===== src/rtl/cond_pkg.sv =====
// rtl/cond_pkg.sv - shared condition-code and flag definitions for the execute stage
// Purpose: condition-field encodings, NZCV bit positions and the flag vector type.
// Ports: none (package).
package cond_pkg;

  // ARM condition field encodings.
  typedef enum logic [3:0] {
    EQ = 4'b0000,
    NE = 4'b0001,
    CS = 4'b0010,
    CC = 4'b0011,
    MI = 4'b0100,
    PL = 4'b0101,
    VS = 4'b0110,
    VC = 4'b0111,
    HI = 4'b1000,
    LS = 4'b1001,
    GE = 4'b1010,
    LT = 4'b1011,
    GT = 4'b1100,
    LE = 4'b1101,
    AL = 4'b1110,
    NV = 4'b1111
  } cond_t;

  // Bit positions inside the {N,Z,C,V} flag vector.
  localparam int FLAG_N = 3;
  localparam int FLAG_Z = 2;
  localparam int FLAG_C = 1;
  localparam int FLAG_V = 0;

  typedef logic [3:0] flags_t;

endpackage


===== src/rtl/cond_unit_if.sv =====
// rtl/cond_unit_if.sv - execute-stage control/flag bundle between pipeline and cond_unit
// Purpose: groups the execute-stage controls, ALU flags and the gated results.
// Ports (signals):
//   to cond_unit   : StallE, FlushE, CondE[3:0], FlagWriteE[1:0], PCSE, RegWE,
//                    MemWE, NoWriteE, ALUFlags[3:0]
//   from cond_unit : CondExE, PCSrcE, RegWriteE, MemWriteE, Flags[3:0], Carry, UndefE
// Modports: master = pipeline side, slave = cond_unit.
interface cond_unit_if;

  logic                StallE;
  logic                FlushE;
  logic [3:0]          CondE;
  logic [1:0]          FlagWriteE;
  logic                PCSE;
  logic                RegWE;
  logic                MemWE;
  logic                NoWriteE;
  cond_pkg::flags_t    ALUFlags;

  logic                CondExE;
  logic                PCSrcE;
  logic                RegWriteE;
  logic                MemWriteE;
  cond_pkg::flags_t    Flags;
  logic                Carry;
  logic                UndefE;

  modport master (
    output StallE, FlushE, CondE, FlagWriteE, PCSE, RegWE, MemWE, NoWriteE, ALUFlags,
    input  CondExE, PCSrcE, RegWriteE, MemWriteE, Flags, Carry, UndefE
  );

  modport slave (
    input  StallE, FlushE, CondE, FlagWriteE, PCSE, RegWE, MemWE, NoWriteE, ALUFlags,
    output CondExE, PCSrcE, RegWriteE, MemWriteE, Flags, Carry, UndefE
  );

endinterface


===== src/rtl/cond_check.sv =====
// rtl/cond_check.sv - combinational ARM condition-field evaluator
// Purpose: decides whether a condition field passes against a flag vector.
// Ports:
//   CondE [3:0] in  : condition field
//   Flags [3:0] in  : {N,Z,C,V}
//   cond        out : 1 when the condition holds
module cond_check
  import cond_pkg::*;
#(
  parameter bit UNDEF_KILL = 1'b1
) (
  input  logic [3:0] CondE,
  input  flags_t     Flags,
  output logic       cond
);

  logic n, z, c, v;

  always_comb begin
    n    = Flags[FLAG_N];
    z    = Flags[FLAG_Z];
    c    = Flags[FLAG_C];
    v    = Flags[FLAG_V];
    cond = 1'b0;
    case (cond_t'(CondE))
      EQ:      cond = z;
      NE:      cond = ~z;
      CS:      cond = c;
      CC:      cond = ~c;
      MI:      cond = n;
      PL:      cond = ~n;
      VS:      cond = v;
      VC:      cond = ~v;
      HI:      cond = c & ~z;
      LS:      cond = ~c | z;
      GE:      cond = (n == v);
      LT:      cond = (n != v);
      GT:      cond = ~z & (n == v);
      LE:      cond = z | (n != v);
      AL:      cond = 1'b1;
      NV:      cond = ~UNDEF_KILL;
      default: cond = 1'b0;
    endcase
  end

endmodule


===== src/rtl/cond_unit.sv =====
// rtl/cond_unit.sv - execute-stage condition gate and architectural NZCV register
// Purpose: holds NZCV, evaluates the condition on the registered flags and gates
//          the stage's PC/register/memory write controls with the result.
// Ports:
//   clk   in : rising-edge clock
//   reset in : synchronous active-high reset
//   bus      : cond_unit_if.slave (controls in, gated controls/flags out)
module cond_unit
  import cond_pkg::*;
#(
  parameter flags_t RESET_FLAGS = 4'b0000,
  parameter bit     UNDEF_KILL  = 1'b1
) (
  input  logic           clk,
  input  logic           reset,
  cond_unit_if.slave     bus
);

  flags_t flags_q, flags_d;
  logic   cond;
  logic   pass;

  // Evaluated on the registered flags only, so a producer's ALUFlags never
  // influence its own condition and no path exists from ALUFlags to Carry.
  cond_check #(.UNDEF_KILL(UNDEF_KILL)) u_cond_check (
    .CondE (bus.CondE),
    .Flags (flags_q),
    .cond  (cond)
  );

  assign pass = cond & ~bus.FlushE;

  always_comb begin
    flags_d = flags_q;
    // Stall blocks only the flag write; the gated outputs below stay live.
    if (!bus.StallE && pass) begin
      if (bus.FlagWriteE[1]) flags_d[3:2] = bus.ALUFlags[3:2];
      if (bus.FlagWriteE[0]) flags_d[1:0] = bus.ALUFlags[1:0];
    end
  end

  always_ff @(posedge clk) begin
    if (reset) flags_q <= RESET_FLAGS;
    else       flags_q <= flags_d;
  end

  assign bus.CondExE   = pass;
  assign bus.PCSrcE    = bus.PCSE & pass;
  assign bus.RegWriteE = bus.RegWE & ~bus.NoWriteE & pass;
  assign bus.MemWriteE = bus.MemWE & pass;
  assign bus.UndefE    = (bus.CondE == 4'b1111) & ~bus.FlushE;
  assign bus.Flags     = flags_q;
  assign bus.Carry     = flags_q[FLAG_C];

endmodule


===== src/flat_wrapper.sv =====
// flat-port wrapper written by rule: the top's interface ports become plain ports
module cond_unit_flat import cond_pkg::*;
#(
  parameter flags_t RESET_FLAGS = 4'b0000,
  parameter bit     UNDEF_KILL  = 1'b1
)
  (clk, reset, bus_StallE, bus_FlushE, bus_CondE, bus_FlagWriteE, bus_PCSE, bus_RegWE, bus_MemWE, bus_NoWriteE, bus_ALUFlags, bus_CondExE, bus_PCSrcE, bus_RegWriteE, bus_MemWriteE, bus_Flags, bus_Carry, bus_UndefE);
  cond_unit_if bus_i ();
  input  logic clk;
  input  logic reset;
  input wire logic [$bits(bus_i.StallE)-1:0] bus_StallE;
  input wire logic [$bits(bus_i.FlushE)-1:0] bus_FlushE;
  input wire logic [$bits(bus_i.CondE)-1:0] bus_CondE;
  input wire logic [$bits(bus_i.FlagWriteE)-1:0] bus_FlagWriteE;
  input wire logic [$bits(bus_i.PCSE)-1:0] bus_PCSE;
  input wire logic [$bits(bus_i.RegWE)-1:0] bus_RegWE;
  input wire logic [$bits(bus_i.MemWE)-1:0] bus_MemWE;
  input wire logic [$bits(bus_i.NoWriteE)-1:0] bus_NoWriteE;
  input wire logic [$bits(bus_i.ALUFlags)-1:0] bus_ALUFlags;
  output wire logic [$bits(bus_i.CondExE)-1:0] bus_CondExE;
  output wire logic [$bits(bus_i.PCSrcE)-1:0] bus_PCSrcE;
  output wire logic [$bits(bus_i.RegWriteE)-1:0] bus_RegWriteE;
  output wire logic [$bits(bus_i.MemWriteE)-1:0] bus_MemWriteE;
  output wire logic [$bits(bus_i.Flags)-1:0] bus_Flags;
  output wire logic [$bits(bus_i.Carry)-1:0] bus_Carry;
  output wire logic [$bits(bus_i.UndefE)-1:0] bus_UndefE;
  assign bus_i.StallE = bus_StallE;
  assign bus_i.FlushE = bus_FlushE;
  assign bus_i.CondE = bus_CondE;
  assign bus_i.FlagWriteE = bus_FlagWriteE;
  assign bus_i.PCSE = bus_PCSE;
  assign bus_i.RegWE = bus_RegWE;
  assign bus_i.MemWE = bus_MemWE;
  assign bus_i.NoWriteE = bus_NoWriteE;
  assign bus_i.ALUFlags = bus_ALUFlags;
  assign bus_CondExE = bus_i.CondExE;
  assign bus_PCSrcE = bus_i.PCSrcE;
  assign bus_RegWriteE = bus_i.RegWriteE;
  assign bus_MemWriteE = bus_i.MemWriteE;
  assign bus_Flags = bus_i.Flags;
  assign bus_Carry = bus_i.Carry;
  assign bus_UndefE = bus_i.UndefE;
  cond_unit #(.RESET_FLAGS(RESET_FLAGS), .UNDEF_KILL(UNDEF_KILL)) u_core (.clk(clk), .reset(reset), .bus(bus_i));
endmodule

===== config.mk =====
export PLATFORM = sky130hd
export DESIGN_NAME = cond_unit_flat
export DESIGN_NICKNAME = d
export VERILOG_FILES = /design/src/rtl/cond_pkg.sv /design/src/rtl/cond_unit_if.sv /design/src/rtl/cond_check.sv /design/src/rtl/cond_unit.sv /design/src/flat_wrapper.sv
export SDC_FILE = /design/constraint.sdc
export NUM_CORES = 1
export LEC_CHECK = 0
export BUFFER_PORTS_ARGS = -buffer_cell sky130_fd_sc_hd__clkbuf_2
export CELL_PAD_IN_SITES_DETAIL_PLACEMENT = 0
export CELL_PAD_IN_SITES_GLOBAL_PLACEMENT = 1
export CORE_MARGIN = 2
export CORE_UTILIZATION = 27
export CTS_CLUSTER_SIZE = 12
export DETAILED_ROUTE_END_ITERATION = 8
export PLACE_DENSITY_LB_ADDON = 0.1
export SKIP_CTS_REPAIR_TIMING = 1
export SLEW_MARGIN = 40
export SYNTH_ARGS = -nofsm -noshare
export SYNTH_HDL_FRONTEND = slang
export SYNTH_SLANG_ARGS = --single-unit
export TNS_END_PERCENT = 100

===== constraint.sdc =====
create_clock -name clk -period 1.8 [get_ports clk]
set_clock_uncertainty 0.2 [all_clocks]
set_input_delay 0.09 -clock clk [delete_from_list [all_inputs] [get_ports clk]]
set_output_delay 0.09 -clock clk [all_outputs]
set_load 0.01 [all_outputs]

==> results.md, run 1 <==
* Outcome: complete, but fails checks
* Failing checks: negative hold slack, negative setup slack
* Std-Cell Rows at 16
* Worst EP arrival at 1.88 ns
* Max reg flops at 4
* Final period util at 1.21
* Dominant cell type by area after synthesis: dfxtp_1
* CP endpoint kind: output port
* Initial antenna violation count at 0
* Min-Delay Path Class: input port to register
* Area grow syn2layout at 67.3%
* Hold Fails Final Rpt at 1
* Slew Limit Fails at 0
* # setup viols final at 8
* Storage cell area at 83.8 µm²
* Placed Area at 785 µm²
* PortBufs at 27
* ANT cells at 0
* YS warnings at 0
* IO Pins at 28
* Largest net degree at the start of global routing at 12
* Min setup slack post-route at -0.371 ns
* TritonCTS clock tree: yes
* Top cells by area, synth: dfxtp_1, mux2i_1, nand2b_1
* Area of the multi-input gates at 488 µm²
* Synthesized flop and latch total at 4
* Fin crit period at 2.17 ns
* Syn avg cell area at 8.90 µm²
* Worst Max-Slew Pin Slew at 0.501 ns
* Total number of vias at 621
* Max Root-Sink Buffers at 2
* GR Overflow Total at 0
* Global-route wire length before repair at 2.35 mm
* Peak supply drop at 0.365 mV
* Starting Density at 0.283
* Fill cells at 210
* Drt pass-1 iters at 3
* Share of layout cells above drive strength 1 at 0.571
* Critical path required time at 1.51 ns
* Setup TNS at -1.36 ns
* Total clock buffers created by CTS at 3
* Max cap viols at 0
* DRT iter0 DRCs at 4
* CP cell instances: or4b_4, o211ai_2, nor2_1, o21a_4, buf_4, nor3b_2, buf_2
* Latest clock arrival within the worst-skew pair at 0.23 ns
* Slowest-stage cell, CP: or4b_4
* Clock transition at the registers of the reported paths at 0.04 ns
* Post-route ant nets at 0
* Pwr per Cell Area at 404 mW/mm²
* Drt drc at 0
* Die area at 0.00239 mm²
* Syn nets at 79
* Worst setup SP type: register
* Clk Tree Root Cell: clkbuf_4
* Gr usage total at 0.125
* Core area at 0.00192 mm²
* Via/cell ratio at 4.70
* H-tree depth at 1
* Crit path max fanout at 4
* Wire per inst at 11.0 µm
* Mapped Area at 543 µm²
* Unrepaired setup endpoints after global routing: true
* Vias in the first global route at 571
* Crit-path max cell delay at 0.51 ns
* Cells after Synth at 61
* Worst hold margin at -0.000885 ns
* Crit path kind: register to output port
* Placer Congestion at 0.792
* Post-synth top area share at 0.147
* Die height at 48.8 µm
* Clock Sinks at 4
* Seq/Total Area, Yosys at 0.147
* Max Clk Rate at 461 MHz
* WP buf/inv at 2
* Finished Cell Area at 908 µm²
* Yosys cell types at 33
* P_leak at 0.411 nW
* Nets at 125
* Relative slew slack at 0.666
* Drt total wl at 1.46 mm
* Die W at 48.8 µm
* Cell family with most CP delay: simple AND/OR/NAND/NOR gates
* Dpl hpwl at 1.13 mm
-- worst paths after layout --
kind / startpoint / to / slack, ns / depth (start not counted)
hold / removal: reset / u_core.bus.Flags[2] / -0.0009 / 3
hold reg to reg: u_core.bus.Flags[2] / u_core.bus.Flags[2] / 0.41 / 3
setup / recovery: u_core.bus.Flags[2] / bus_PCSrcE / -0.37 / 7
setup reg to reg: u_core.bus.Flags[2] / u_core.bus.Flags[1] / -0.06 / 6
-- worst min-delay path: stages --
cell	delay (ns)
clkbuf_2	0.13
nand2b_1	0.11
mux2i_1	0.06
-- cell usage after synthesis, drive strengths merged --
master	n
o21bai	1
mux2	1
mux2i	6
o21a	2
o211ai	1
nand3	2
dfxtp	4
o21ai	1
inv	2
nor3b	3
nor4b	1
o22ai	2
nand2b	9
and2b	1
a21boi	1
xor2	1
nand4bb	1
o211a	1
a211oi	1
a221oi	1
a21oi	1
a21o	2
or4b	1
nand2	2
nor2b	2
buf	3
a21bo	1
nor2	3
nor3	2
o2111ai	2
-- layout make-up --
| cell class | count | area share |
|---|---|---|
| multi-input combinational | 52 | 0.537 |
| timing repair buffer | 44 | 0.300 |
| sequential | 4 | 0.0923 |
| tap | 27 | 0.0372 |
| clock buffer | 3 | 0.0248 |
| inverter | 2 | 0.00826 |
-- layer usage --
layer  track usage  part of all wire  up-vias
li1              -                 -      317
met4        0.0524                 0        0
met2         0.205              0.53       12
met1         0.151              0.43      292
met5             0                 0        -
met3        0.0368             0.037        0
-- logic make-up (layout without fill, tap and decap cells) --
family                    Yosys count  in the layout  share of synthesized area
xor gates and xnor gates            1              1                     0.0161
buffers and inverters               5             49                     0.0576
muxes                               7              7                      0.138
DFF                                 4              4                      0.147
and+or+nand+nor                    27             27                      0.336
AOI/OAI and AO/OA                  17             17                      0.304
-- cells in the final DEF (no fill, tap or decap), types with 2 or more instances in the layout --
cell	count
nor3b_2	2
clkbuf_2	23
dlygate4sd3_1	4
buf_2	4
clkbuf_4	3
nand2_1	2
nor3_1	2
a21o_1	2
nor2_1	3
nand3_1	2
nand2b_1	9
nor2b_1	2
dfxtp_2	3
mux2i_1	6
buf_4	13
inv_1	2
-- where the power goes --
group | switching [mW] | total, mW | internal (mW)
sequential | 0.00199 | 0.0940 | 0.0920
combinational | 0.0777 | 0.163 | 0.0854
clock | 0.0353 | 0.110 | 0.0745
-- through the flow --
stage          hold WS (ns)  setup slack (ns)  cells  utilization  power (mW)
2_1_floorplan       0.00867           -0.0337     61            -       0.177
3_3_place_gp          0.136            -0.109    123        0.408       0.234
3_5_place_dp          0.139            -0.139    123        0.408       0.234
4_1_cts              -0.109            -0.396    126        0.420       0.348
5_1_grt             0.00966            -0.456    132        0.473       0.394
6_report          -0.000885            -0.371    132        0.473       0.367
(Power assumes the default switching activity.)
==> inputs of run 2 (changes only) <==
Settings changed: CORE_MARGIN 2 to 10.
==> run 2 against run 1 <==
- the flow still finishes with violations (negative hold slack, negative setup slack)
- non-clock buffer count unchanged
- highest routed layer is now met4
- worst setup slack better by 0.014 ns
- worst hold slack worse by 0.0049 ns
- sequential share of layout area up 0.29 points
- power down 2.2%
- count of clock-buffer cells in the layout unchanged
- critical path depth down 1
- combinational power down 5%
- via count down 3.2%
==> results.md, run 2 (synthesis gave the netlist of run 1 again) <==
* Finished Cell Area at 881 µm² (-3.0%)
* Area grow syn2layout at 62.2%
* Max reg flops at 4 (unchanged)
* Slew Limit Fails at 0 (unchanged)
* Tot Pwr at 0.359 mW (-2.2%)
* Area of the multi-input gates at 460 µm² (-5.6%)
* TritonCTS clock tree: yes
* Total number of vias at 601 (-3.2%)
* Clock Sinks at 4 (unchanged)
* Worst slack at placement at -0.176 ns (-0.0367 ns)
* Clock transition at the registers of the reported paths at 0.04 ns (about the same)
* Metal-1 WL at 762 µm (+21%)
* Peak supply drop at 0.298 mV (-18%)
* H-tree depth at 1 (unchanged)
* CP cell instances: or4b_4, o211ai_2, nor2_2, o21a_4, nor4b_4, buf_2
* Commonest non-fill, non-tap cell in the layout: clkbuf_2
* Wire per inst at 13.2 µm (+19%)
* Total clock buffers created by CTS at 3 (unchanged)
* Largest net degree at the start of global routing at 12 (unchanged)
* Slowest-stage cell, CP: or4b_4
* Vias in the first global route at 643 (+13%)
* Crit-path max cell delay at 0.51 ns (about the same)
* Die area at 0.00420 mm² (+76%)
* Unrepaired setup endpoints after global routing: true
* Critical path required time at 1.51 ns (about the same)
* Pint at 0.248 mW (-1.6%)
* Die W at 64.8 µm (+33%)
* # setup viols final at 8 (unchanged)
* P_leak at 0.411 nW (-0.12%)
* Placed Area at 792 µm² (+0.96%)
* Crit path kind: register to output port
* Worst setup SP type: register
* Failing checks: negative hold slack, negative setup slack
* Placer Congestion at 0.772 (-2.5%)
* ANT cells at 0 (unchanged)
* Clock power frac at 0.305 (+0.006)
* Cell family with most CP delay: simple AND/OR/NAND/NOR gates
* Highest Signal Layer: met4
* Min-delay src: reset
* Min-Delay Path Class: input port to register
* Hold Fails Final Rpt at 2 (+1)
* Pwr per Cell Area at 407 mW/mm² (+0.84%)
* Gr usage total at 0.0807 (-0.0442)
* Final period util at 1.20 (-0.00791)
* Nets at 125 (unchanged)
* Initial antenna violation count at 0 (unchanged)
* Post-route ant nets at 0 (unchanged)
* Relative slew slack at 0.723 (+0.0568)
* Worst hold margin at -0.00580 ns (-0.00492 ns)
* Crit path max fanout at 4 (unchanged)
* Via/cell ratio at 4.55 (-3.2%)
* Global-route wire length before repair at 2.77 mm (+18%)
* Storage cell area at 83.8 µm² (unchanged)
* Clk Tree Root Cell: clkbuf_4
* Die height at 64.8 µm (+33%)
* WP buf/inv at 1 (-1)
* Drt pass-1 iters at 4 (+1)
* CP endpoint kind: output port
* Latest clock arrival within the worst-skew pair at 0.23 ns (about the same)
* Combinational share of power at 0.433 (-0.011)
* Met2 wire length at 846 µm (+9.9%)
* PortBufs at 27 (unchanged)
* R2r setup slk at -0.20 ns (-0.14 ns)
* Sw frac at 0.309 (-0.00447)
* Starting Density at 0.280 (-0.00291)
* GR Overflow Total at 0 (unchanged)
* Share of layout cells above drive strength 1 at 0.581 (+0.00952)
* Worst reg2reg startpoint: u_core.bus.Flags[2]
* Fin crit period at 2.16 ns (-0.0142 ns)
* Dpl hpwl at 1.45 mm (+29%)
* Worst Max-Slew Pin Slew at 0.416 ns (-0.0852 ns)
* Switching power at 0.111 mW (-3.6%)
* Fill cells at 206 (-1.9%)
* Std-Cell Rows at 16 (unchanged)
* Worst EP arrival at 1.87 ns (about the same)
* Drt total wl at 1.74 mm (+19%)
* Crit path launch: u_core.bus.Flags[2]
* IO Pins at 28 (unchanged)
* Max cap viols at 0 (unchanged)
* Setup TNS at -1.72 ns (-0.353 ns)
* Min setup slack post-route at -0.357 ns (+0.0142 ns)
* Core area at 0.00194 mm² (+1.0%)
* Max Clk Rate at 464 MHz (+0.66%)
* DRT iter0 DRCs at 17 (+13)
* Routed length on met3 at 125 µm (+130%)
* Most frequent cells in the layout: clkbuf_2, buf_4, nand2b_1
* Sequential Power Share at 0.262 (+0.006)
* Drt drc at 0 (unchanged)
* Outcome: complete, but fails checks
* Max Root-Sink Buffers at 2 (unchanged)
-- run 2: cell counts in the layout (fill, tap and decap cells not counted) --
No cell type changed its count.
-- run 2: power groups by stage --
| stage | registers [mW] | logic (mW) | clock network [mW] |
|---|---|---|---|
| global route | 0.0945 | 0.170 | 0.121 |
| detailed placement | 0.0955 | 0.141 | 0 |
| global placement | 0.0952 | 0.140 | 0 |
| floorplan | 0.0976 | 0.0792 | 0 |
| CTS | 0.0941 | 0.142 | 0.114 |
| finish | 0.0941 | 0.155 | 0.109 |
-- run 2: per-stage QoR --
stage          utilization  cells
2_1_floorplan            -     61
3_3_place_gp         0.408    124
3_5_place_dp         0.408    124
4_1_cts              0.419    127
5_1_grt              0.454    132
6_report             0.454    132
-- run 2: worst reg2reg max path, stage by stage (launching register included) --
cell and delay [ns]:
dfxtp_2 0.33, or4b_4 0.51, o211ai_2 0.10, buf_4 0.14, buf_4 0.11, o2111ai_2 0.13
o22ai_2 0.20, mux2i_1 0.21
-- run 2: worst paths after layout --
check | end | cells past startpoint
hold / removal | u_core.bus.Flags[2] | 3
hold reg to reg | u_core.bus.Flags[2] | 3
setup / recovery | bus_RegWriteE | 6
setup reg to reg | u_core.bus.Flags[1] | 7
-- run 2: area by class of cell --
type | count | area share
Multi-Input combinational cell | 52 | 0.523
Clock buffer | 3 | 0.0256
Tap cell | 27 | 0.0384
Inverter | 2 | 0.00852
Sequential cell | 4 | 0.0952
Timing Repair Buffer | 44 | 0.310
-- run 2: routing by layer --
metal | vias up | GRT usage
li1 | 317 | -
met1 | 265 | 0.0913
met2 | 17 | 0.127
met3 | 2 | 0.0361
met4 | 0 | 0.0374
met5 | - | 0
==> inputs of run 3 (changes only) <==
Settings changed: ABC_AREA set to 1, CORE_UTILIZATION 27 to 25.
==> run 3 against run 2 <==
- global-route usage is 1.1 points lower
- count of clock-buffer cells in the layout stayed put
- fmax is 22% higher
- sequential share of layout area is 1.3 points higher
- combinational power hardly changed
- final area is 6.8% lower
- via count is 12% higher
- utilization is 4.4 points lower
- the flow now finishes without violations
- register-to-register slack better by 0.36 ns
- synthesized cell count is 56% higher
- worst setup slack better by 0.39 ns
==> results.md, run 3 <==
* # setup viols final at 0 (-8)
* DP Cell Count at 148 (+19%)
* Max reg flops at 4 (unchanged)
* Share of layout cells above drive strength 1 at 0.473 (-0.108)
* Largest net degree at the start of global routing at 7 (-5)
* Peak supply drop at 0.290 mV (-2.6%)
* Syn avg cell area at 5.68 µm² (-36%)
* TritonCTS clock tree: yes
* Top cells by area, synth: nand2_1, dfxtp_1, nor2_1
* Commonest non-fill, non-tap cell in the layout: nand2_1
* Unrepaired setup endpoints after global routing: true
* CP endpoint kind: output port
* Critical path required time at 1.51 ns (about the same)
* ANT cells at 0 (unchanged)
* Die height at 66.4 µm (+2.5%)
* Outcome: finished clean
* Drt total wl at 1.58 mm (-9.0%)
* Crit path max fanout at 4 (unchanged)
* CP cell instances: nand2_1, nand2_1, nand2_1, nand2_1, nor2_1, nand2_1, inv_2, nand2_4, nand2_4, inv_2, nand2_1, nor2_1, buf_2
* Std-Cell Rows at 16 (unchanged)
* Starting Density at 0.269 (-0.0103)
* CP most frequent cell: nand2_1
* Max Root-Sink Buffers at 2 (unchanged)
* Worst hold margin at 0.0342 ns (+0.0400 ns)
* P_leak at 0.469 nW (+14%)
* Syn nets at 113 (+43%)
* Drt drc at 0 (unchanged)
* Highest Signal Layer: met4
* Vias in the first global route at 605 (-5.9%)
* Core area at 0.00200 mm² (+3.1%)
* YS warnings at 0 (unchanged)
* Top FF cell, synth: dfxtp_1
* Min-Delay Path Class: input port to register
* Final period util at 0.981 (-0.217)
* Yosys cell types at 18 (-45%)
* Crit path kind: register to output port
* Worst Max-Slew Pin Slew at 0.265 ns (-0.151 ns)
* Clock transition at the registers of the reported paths at 0.04 ns (about the same)
* Metal-1 WL at 667 µm (-12%)
* Cells after Synth at 95 (+56%)
* Pwr per Cell Area at 442 mW/mm² (+8.5%)
* Nets at 151 (+21%)
* Clock Sinks at 4 (unchanged)
* WP buf/inv at 3 (+2)
* H-tree depth at 1 (unchanged)
* Seq/Total Area, Yosys at 0.148 (+0.00103)
* Worst EP arrival at 1.48 ns (-0.39 ns)
* Total clock buffers created by CTS at 3 (unchanged)
* Count leader, synth: nand2_1
* Relative slew slack at 0.823 (+0.101)
* Worst reg2reg startpoint: u_core.bus.Flags[0]
* Async SR Flop Fraction at 0 (unchanged)
* Fin cells at 158 (+20%)
* Routed length on met3 at 126 µm (+0.80%)
* Area grow syn2layout at 52.2%
* Gr usage total at 0.0701 (-0.0106)
* Via/cell ratio at 4.26 (-6.4%)
* Wire per inst at 10.0 µm (-24%)
* Worst setup SP type: register
* Met2 wire length at 781 µm (-7.7%)
* Slew Limit Fails at 0 (unchanged)
* Placer Congestion at 0.819 (+6.0%)
* Die W at 66.4 µm (+2.5%)
* Crit-path max cell delay at 0.35 ns (-0.16 ns)
* Post-synth top area share at 0.216 (+0.0683)
* IO Pins at 28 (unchanged)
* Cell family with most CP delay: simple AND/OR/NAND/NOR gates
* Slowest-stage cell, CP: dfxtp_4
* Fin crit period at 1.77 ns (-0.390 ns)
* Crit path launch: u_core.bus.Flags[0]
* Hold Fails Final Rpt at 0 (-2)
* Latest clock arrival within the worst-skew pair at 0.23 ns (about the same)
* Min-delay src: bus_FlagWriteE[0]
* Initial antenna violation count at 0 (unchanged)
* Final core utilization at 0.410 (-0.0436)
* Die area at 0.00441 mm² (+5.0%)
* Dpl hpwl at 1.37 mm (-5.5%)
* Post-synth EDFFs at 0 (unchanged)
* Mapped Area at 539 µm² (-0.69%)
* Global-route wire length before repair at 2.48 mm (-10%)
* Clk Tree Root Cell: clkbuf_4
* Synthesized flop and latch total at 4 (unchanged)
* Drt pass-1 iters at 4 (unchanged)
* Setup TNS at 0 ns (+1.72 ns)
* Commonest cells post-synth: nand2_1, nor2_1, inv_1
* GR Overflow Total at 0 (unchanged)
* Max cap viols at 0 (unchanged)
* Total number of vias at 673 (+12%)
* Max Clk Rate at 566 MHz (+22%)
* DRT iter0 DRCs at 35 (+18)
* Dominant cell type by area after synthesis: nand2_1
* Most frequent cells in the layout: nand2_1, clkbuf_2, nor2_1
* PortBufs at 27 (unchanged)
* Post-route ant nets at 0 (unchanged)
-- run 3: worst min-delay path, cell delays in order --
cell and delay, ns:
clkbuf_2 0.10, nand4_4 0.11, nor2_1 0.05, nor2_2 0.08
-- run 3: path summary, 6_finish.rpt --
check                                            to  depth (start not counted)  slack [ns]
worst max-delay path                  bus_RegWriteE                         13        0.03
worst min register to register  u_core.bus.Flags[0]                          4        0.41
worst min-delay path            u_core.bus.Flags[1]                          4        0.03
worst max register to register  u_core.bus.Flags[2]                         13        0.16
-- run 3: logic make-up (layout without fill, tap and decap cells) --
kind of cell	count (synthesis)	after routing	synth area share
AND/OR/NAND/NOR	72	72	0.705
buffers and inverters	17	53	0.128
flip-flops	4	4	0.148
AO/OA/AOI/OAI	2	2	0.0185
-- run 3: final cells by class --
class | count | area (µm²)
Sequential cell | 4 | 88.8
Timing Repair Buffer | 34 | 200
Multi-Input combinational cell | 74 | 409
Inverter | 16 | 66.3
Fill cell | 241 | 1180
Tap cell | 27 | 33.8
Clock buffer | 3 | 22.5
-- run 3: report_power, final --
group | switching [mW] | total (mW) | internal [mW]
Clock | 0.0334 | 0.108 | 0.0743
Combinational | 0.0880 | 0.156 | 0.0680
Sequential | 0.00674 | 0.0991 | 0.0923
Total | 0.128 | 0.363 | 0.235
-- run 3: per-stage QoR --
stage	setup slack (ns)	power, mW	cell area, µm²
after floorplan	0.217	0.188	539
after global placement	0.153	0.236	701
after detailed placement	0.131	0.237	701
after CTS	-0.122	0.351	723
after global routing	-0.0897	0.391	821
final	0.0337	0.363	821
-- run 3: layer usage --
metal	vias to the layer above	global-route usage
li1	360	-
met1	288	0.0825
met2	23	0.110
met3	2	0.0203
met4	0	0.0393
met5	-	0
